File: config.mk
export PLATFORM = sky130hd
export DESIGN_NAME = dcache_ctrl
export DESIGN_NICKNAME = d
export VERILOG_FILES = /design/src/rtl/dcache_ctrl.sv
export SDC_FILE = /design/constraint.sdc
export NUM_CORES = 2
export LEC_CHECK = 0
export CAP_MARGIN = 20
export CORE_UTILIZATION = 35
export CTS_BUF_LIST = sky130_fd_sc_hd__clkbuf_4 sky130_fd_sc_hd__clkbuf_8 sky130_fd_sc_hd__clkbuf_16
export DETAILED_ROUTE_END_ITERATION = 10
export GPL_TIMING_DRIVEN = 0
export REMOVE_ABC_BUFFERS = 1
export SLEW_MARGIN = 10
export SYNTH_ARGS = -nofsm -noshare
export SYNTH_HDL_FRONTEND = slang
export SYNTH_SLANG_ARGS = --single-unit
File: constraint.sdc
create_clock -name clk -period 7.85 [get_ports clk]
set_input_delay 0.785 -clock clk [delete_from_list [all_inputs] [get_ports clk]]
set_output_delay 0.785 -clock clk [all_outputs]
set_load 0.02 [all_outputs]
File: src/rtl/dcache_ctrl.sv
// dcache_ctrl: direct-mapped, write-through, no-write-allocate data cache
// controller for the MEM stage. Hit gates the negedge pipeline registers.
// Optional macro DCACHE_STATS_EN adds Read_Count / Miss_Count outputs.
module dcache_ctrl #(
    parameter int unsigned INDEX_BITS  = 4,
    parameter int unsigned OFFSET_BITS = 2
) (
    input  logic        clk,
    input  logic        rst_n,
    input  logic        MEM_Read,
    input  logic        MEM_Write,
    input  logic [31:0] Address,
    input  logic [31:0] Write_Data,
    output logic [31:0] Read_Data,
    output logic        Hit,
    output logic        Mem_Req,
    output logic        Mem_We,
    output logic [31:0] Mem_Addr,
    output logic [31:0] Mem_Wdata,
    input  logic [31:0] Mem_Rdata,
    input  logic        Mem_Ack
`ifdef DCACHE_STATS_EN
    ,
    output logic [31:0] Read_Count,
    output logic [31:0] Miss_Count
`endif
);

    localparam int unsigned LINES    = 1 << INDEX_BITS;
    localparam int unsigned WORDS    = 1 << OFFSET_BITS;
    localparam int unsigned IDX_LSB  = OFFSET_BITS + 2;
    localparam int unsigned TAG_LSB  = OFFSET_BITS + INDEX_BITS + 2;
    localparam int unsigned TAG_BITS = 32 - TAG_LSB;

    localparam logic [1:0] S_IDLE  = 2'd0;
    localparam logic [1:0] S_FILL  = 2'd1;
    localparam logic [1:0] S_WRITE = 2'd2;
    localparam logic [1:0] S_WDONE = 2'd3;

    logic [1:0]             r_state;
    logic [LINES-1:0]       r_valid;
    logic [TAG_BITS-1:0]    r_tag  [LINES];
    logic [31:0]            r_data [LINES][WORDS];
    logic [31:0]            r_addr;
    logic [31:0]            r_wdata;
    logic [OFFSET_BITS-1:0] r_cnt;

    logic [1:0]             w_next_state;
    logic                   w_miss;
    logic                   w_read_hit;
    logic                   w_fill_last;
    logic                   w_write_upd;

    logic [TAG_BITS-1:0]    w_in_tag;
    logic [INDEX_BITS-1:0]  w_in_idx;
    logic [OFFSET_BITS-1:0] w_in_word;
    logic                   w_in_hit;
    logic [TAG_BITS-1:0]    w_lat_tag;
    logic [INDEX_BITS-1:0]  w_lat_idx;
    logic [OFFSET_BITS-1:0] w_lat_word;
    logic                   w_lat_hit;
    logic                   w_unused;

    // Address decode for the live access and for the latched access
    assign w_in_tag   = Address[31:TAG_LSB];
    assign w_in_idx   = Address[TAG_LSB-1:IDX_LSB];
    assign w_in_word  = Address[IDX_LSB-1:2];
    assign w_in_hit   = r_valid[w_in_idx] && (r_tag[w_in_idx] == w_in_tag);
    assign w_lat_tag  = r_addr[31:TAG_LSB];
    assign w_lat_idx  = r_addr[TAG_LSB-1:IDX_LSB];
    assign w_lat_word = r_addr[IDX_LSB-1:2];
    assign w_lat_hit  = r_valid[w_lat_idx] && (r_tag[w_lat_idx] == w_lat_tag);
    assign w_unused   = ^{Address[1:0], r_addr[1:0]};

    // Next-state and output decode; reset forces the idle/no-stall view
    always_comb begin
        w_next_state = r_state;
        w_miss       = 1'b0;
        w_read_hit   = 1'b0;
        w_fill_last  = 1'b0;
        w_write_upd  = 1'b0;
        Hit          = 1'b1;
        Read_Data    = 32'd0;
        Mem_Req      = 1'b0;
        Mem_We       = 1'b0;
        Mem_Addr     = 32'd0;
        Mem_Wdata    = 32'd0;
        if (rst_n) begin
            case (r_state)
                S_IDLE: begin
                    if (MEM_Write) begin
                        Hit          = 1'b0;
                        w_next_state = S_WRITE;
                    end else if (MEM_Read) begin
                        if (w_in_hit) begin
                            w_read_hit = 1'b1;
                            Read_Data  = r_data[w_in_idx][w_in_word];
                        end else begin
                            Hit          = 1'b0;
                            w_miss       = 1'b1;
                            w_next_state = S_FILL;
                        end
                    end
                end
                S_FILL: begin
                    Hit      = 1'b0;
                    Mem_Req  = 1'b1;
                    Mem_Addr = {r_addr[31:IDX_LSB], r_cnt, 2'b00};
                    if (Mem_Ack && (r_cnt == '1)) begin
                        w_fill_last  = 1'b1;
                        w_next_state = S_IDLE;
                    end
                end
                S_WRITE: begin
                    Hit       = 1'b0;
                    Mem_Req   = 1'b1;
                    Mem_We    = 1'b1;
                    Mem_Addr  = r_addr;
                    Mem_Wdata = r_wdata;
                    if (Mem_Ack) begin
                        w_write_upd  = w_lat_hit;
                        w_next_state = S_WDONE;
                    end
                end
                S_WDONE: begin
                    w_next_state = S_IDLE;
                end
                default: begin
                    w_next_state = S_IDLE;
                end
            endcase
        end
    end

    // State, valid bits, latched access and word counter
    always_ff @(posedge clk or negedge rst_n) begin
        if (!rst_n) begin
            r_state <= S_IDLE;
            r_valid <= '0;
            r_addr  <= 32'd0;
            r_wdata <= 32'd0;
            r_cnt   <= '0;
        end else begin
            r_state <= w_next_state;
            if ((r_state == S_IDLE) && (MEM_Write || w_miss)) begin
                r_addr  <= {Address[31:2], 2'b00};
                r_wdata <= Write_Data;
                r_cnt   <= '0;
            end
            // The victim line is invalid for the whole fill
            if (w_miss) begin
                r_valid[w_in_idx] <= 1'b0;
            end
            if ((r_state == S_FILL) && Mem_Ack) begin
                r_cnt <= r_cnt + OFFSET_BITS'(1);
            end
            if (w_fill_last) begin
                r_valid[w_lat_idx] <= 1'b1;
            end
        end
    end

    // Tag and data arrays; contents are qualified by r_valid so need no reset
    always_ff @(posedge clk) begin
        if ((r_state == S_FILL) && Mem_Ack) begin
            r_data[w_lat_idx][r_cnt] <= Mem_Rdata;
        end
        if (w_fill_last) begin
            r_tag[w_lat_idx] <= w_lat_tag;
        end
        if (w_write_upd) begin
            r_data[w_lat_idx][w_lat_word] <= r_wdata;
        end
    end

`ifdef DCACHE_STATS_EN
    // Access statistics; the read waiting on a fill retires on the negedge
    // right after the last ack, so it is counted on that ack
    always_ff @(posedge clk or negedge rst_n) begin
        if (!rst_n) begin
            Read_Count <= 32'd0;
            Miss_Count <= 32'd0;
        end else begin
            if (w_read_hit || w_fill_last) begin
                Read_Count <= Read_Count + 32'd1;
            end
            if (w_miss) begin
                Miss_Count <= Miss_Count + 32'd1;
            end
        end
    end
`endif

endmodule

==> metrics.yaml <==
run_status:
  outcome: "complete, no violations"
detailed_routing:
  dr.pass1.iters: 6
  vias: 55400
  drtAntennaViolNets: 0
  wl_per_cell_um: 33.25
  routed_via_density: 5.893
  wl_um: 312600
  drc_errors: 0
  drt_iter0_drc: 7041
worst_setup_path:
  end_kind: "output port"
  max_stage_delay_ps: 740
  r2r-start: "r_addr[4]"
  cp_data_required_time_ps: 7070
  worstPathArrival_ps: 6880
  r2r_cells: 12
  path_class: "input port to output port"
  start_kind: "input port"
  regToRegSetupSlack_ps: 940
  worstPathBufferInverterCount: 5
  critPathTopFamily: "buffers and inverters"
  cp_slowest_cell: "nor4b_2"
  crit_chain: "buf_8 > buf_16 > buf_16 > mux4_2 > mux4_2 > xnor2_1 > nand2_1 > nor4b_2 > o211a_4 > nand4_4 > buf_12 > nor2b_1 > clkdlybuf4s50_1"
  reg2reg_to: "r_data[0][106]"
  critPathMaxFanout: 77
synthesis:
  synth_top_area_share_pct: 69.85
  synth_area_per_cell_um2: 21.12
  synth_area_um2: 104600
  syn_inst: 4950
  synth_edf_count: 2432
  synthTopCellsByArea: "edfxtp_1 70%, mux4_2 18%, dfrtp_1 2.0%"
  synth-seq-cells: 2514
  synth_top_area_cell: "edfxtp_1"
  synth_cell_type_count: 78
  synth_seq_area_share_pct: 71.81
  yosysWarnings: 0
  ys.flop_type: "edfxtp_1"
  synthArstFlopShare_pct: 3.262
global_route:
  grt_max_degree: 90
  grt_first_pass_wirelength_um: 433100
  track_usage_pct: 20.47
  grt_pass1_vias: 55600
  antenna_found_initial: 29
  grt_overflow: 0
job:
  cap_violations: 0
timing:
  skew_ps: 122.0
  rsz0062_at_grt: "no"
  period_needed_ps: 7663
  hold_slack_ps: 358.9
  finalHoldViolCount: 0
  finalSetupViolations: 0
  fin_setup_tns_ps: 0
  maxSlewHeadroom_pct: 18.32
  finalMaxSlewViolations: 0
  timing.fmax_mhz: 130.5
  layout_worst_path_cycle_share_pct: 97.62
  tightest_slew_ps: 1225
  setup_slack_ps: 187.1
clock_tree:
  cts_buffers: 245
  cts-root-buf: "clkbuf_16"
  clk_path_buf_depth: 4
  cts_sinks: 2514
  clk_latency_ps: 940
  cts_tree: "built"
  cts-htree-levels: 4
  clkTransAtPathRegs_ps: 60
layout:
  nets: 5378
  fillers: 25440
  syn_to_final_growth_pct: 18.13
  fin_area_um2: 123500
  instances_no_fill: 9401
  drive_above_1_share_pct: 31.51
floorplan:
  ioPinCount: 200
  die_x_um: 548.6
  rows: 200
  initial_core_util_pct: 35.20
  fp.coreArea_um2: 297000
  die_y_um: 548.6
  dieArea_um2: 300900
placement:
  dpl.hpwl_um: 204500
  pre_cts_ws_ps: -400.0
  io_buffers: 195
  placed_area_um2: 115600
  gp_congestion: 0.8001
  placed_cells: 8955
min_path:
  hp-class: "input port to async pin"
power:
  power_leakage_nw: 38.43
  vdd_ir_drop_max_uv: 206.6
  powerDensity_nw_per_um2: 262.6
flip-flops by register name, summed over array words and instances (netlist names):
signal	cells
r_addr	30
r_cnt	2
r_data	2048
r_state	2
r_tag	384
r_valid	16
r_wdata	32
cells in the final DEF (no fill, tap or decap), drive strengths merged, types with 82 or more instances in the layout:
cell type,netlist,final
mux4,825,825
clkinv,1,100
dfrtp,82,82
buf,180,216
clkbuf,157,297
edfxtp,2432,2432
nand2,107,107
and2,90,90
clkdlybuf4s50,0,188
mux2,164,164
mux2i,136,136
a21oi,157,157
a22oi,89,89
per-layer routing:
metal | vias to the layer above | track usage [%] | part of all wire [%]
met4 | 12 | 7.989 | 4.3
li1 | 21740 | - | -
met1 | 29940 | 27.40 | 39
met3 | 594 | 3.904 | 9.1
met5 | - | 0 | 0.028
met2 | 3110 | 33.05 | 48
stage by stage:
stage                     power (mW)  util [%]
after global placement         22.41     36.97
after detailed placement       21.05     38.93
final                          32.44     41.58
after global routing           33.28     41.58
after floorplan                18.72         -
after CTS                      32.52     41.56
power breakdown:
part / switching, mW / total, mW / leakage [nW] / internal [mW]
clock: 5.01 / 11.6 / 3.89 / 6.58
combinational: 2.62 / 4.62 / 11.6 / 1.99
sequential: 0.944 / 16.2 / 22.9 / 15.3
total: 8.58 / 32.4 / 38.4 / 23.9
layout make-up:
type | instances | area [um2] | area share (%)
flip-flops and latches | 2514 | 75090 | 60.80
clock buffers | 296 | 6544 | 5.298
inverters | 16 | 60.06 | 0.04862
multi-input cells | 2087 | 28810 | 23.32
repair buffers | 406 | 6839 | 5.537
diodes | 7 | 17.52 | 0.01418
clock inverters | 136 | 1225 | 0.9917
well taps | 3939 | 4928 | 3.990
cells by family after synthesis:
family | synth area share, %
muxes | 20.88
xor gates and xnor gates | 0.3351
buffers and inverters | 1.613
other | 0.003587
adders and majority gates | 0.08376
AOI/OAI and AO/OA | 3.064
and+or+nand+nor | 2.208
DFF | 71.81
Yosys cell counts (all sizes together), types with 9 or more instances:
library cell and count:
xnor2 27, a221oi 14, nor3 11, mux4 825
nor2b 47, a22o 9, xor2 13, mux2 164
and2 90, and3 35, a22oi 89, nand2b 10
dfrtp 82, mux2i 136, nor4 21, nor2 64
clkbuf 157, edfxtp 2432, o22ai 17, nand3 24
a21oi 157, o21ai 70, nand2 107, buf 180
inv 15, a311o 59
worst max path at each step:
| stage | from | cells past startpoint | to |
|---|---|---|---|
| after global placement | Address[4] | 10 | Hit |
| after CTS | Address[4] | 13 | Hit |
| after floorplan | r_addr[4] | 7 | r_data[0][32] |
| final | Address[5] | 13 | Read_Data[15] |
| after detailed placement | Address[4] | 12 | Hit |
| after global routing | Address[4] | 14 | Hit |
timing repair:
| item | in CTS | in global routing |
|---|---|---|
| pin swaps | 2 | 1 |
| gates resized for setup | 3 | 4 |
| endpoints found under the setup margin | 9 | 4 |
| hold endpoints to repair | 30 | 0 |
| hold buffers | 1 | 0 |
| gates cloned | 2 | 2 |
| setup buffers | 2 | 0 |
Note: power is estimated with default switching activity, not from simulation.
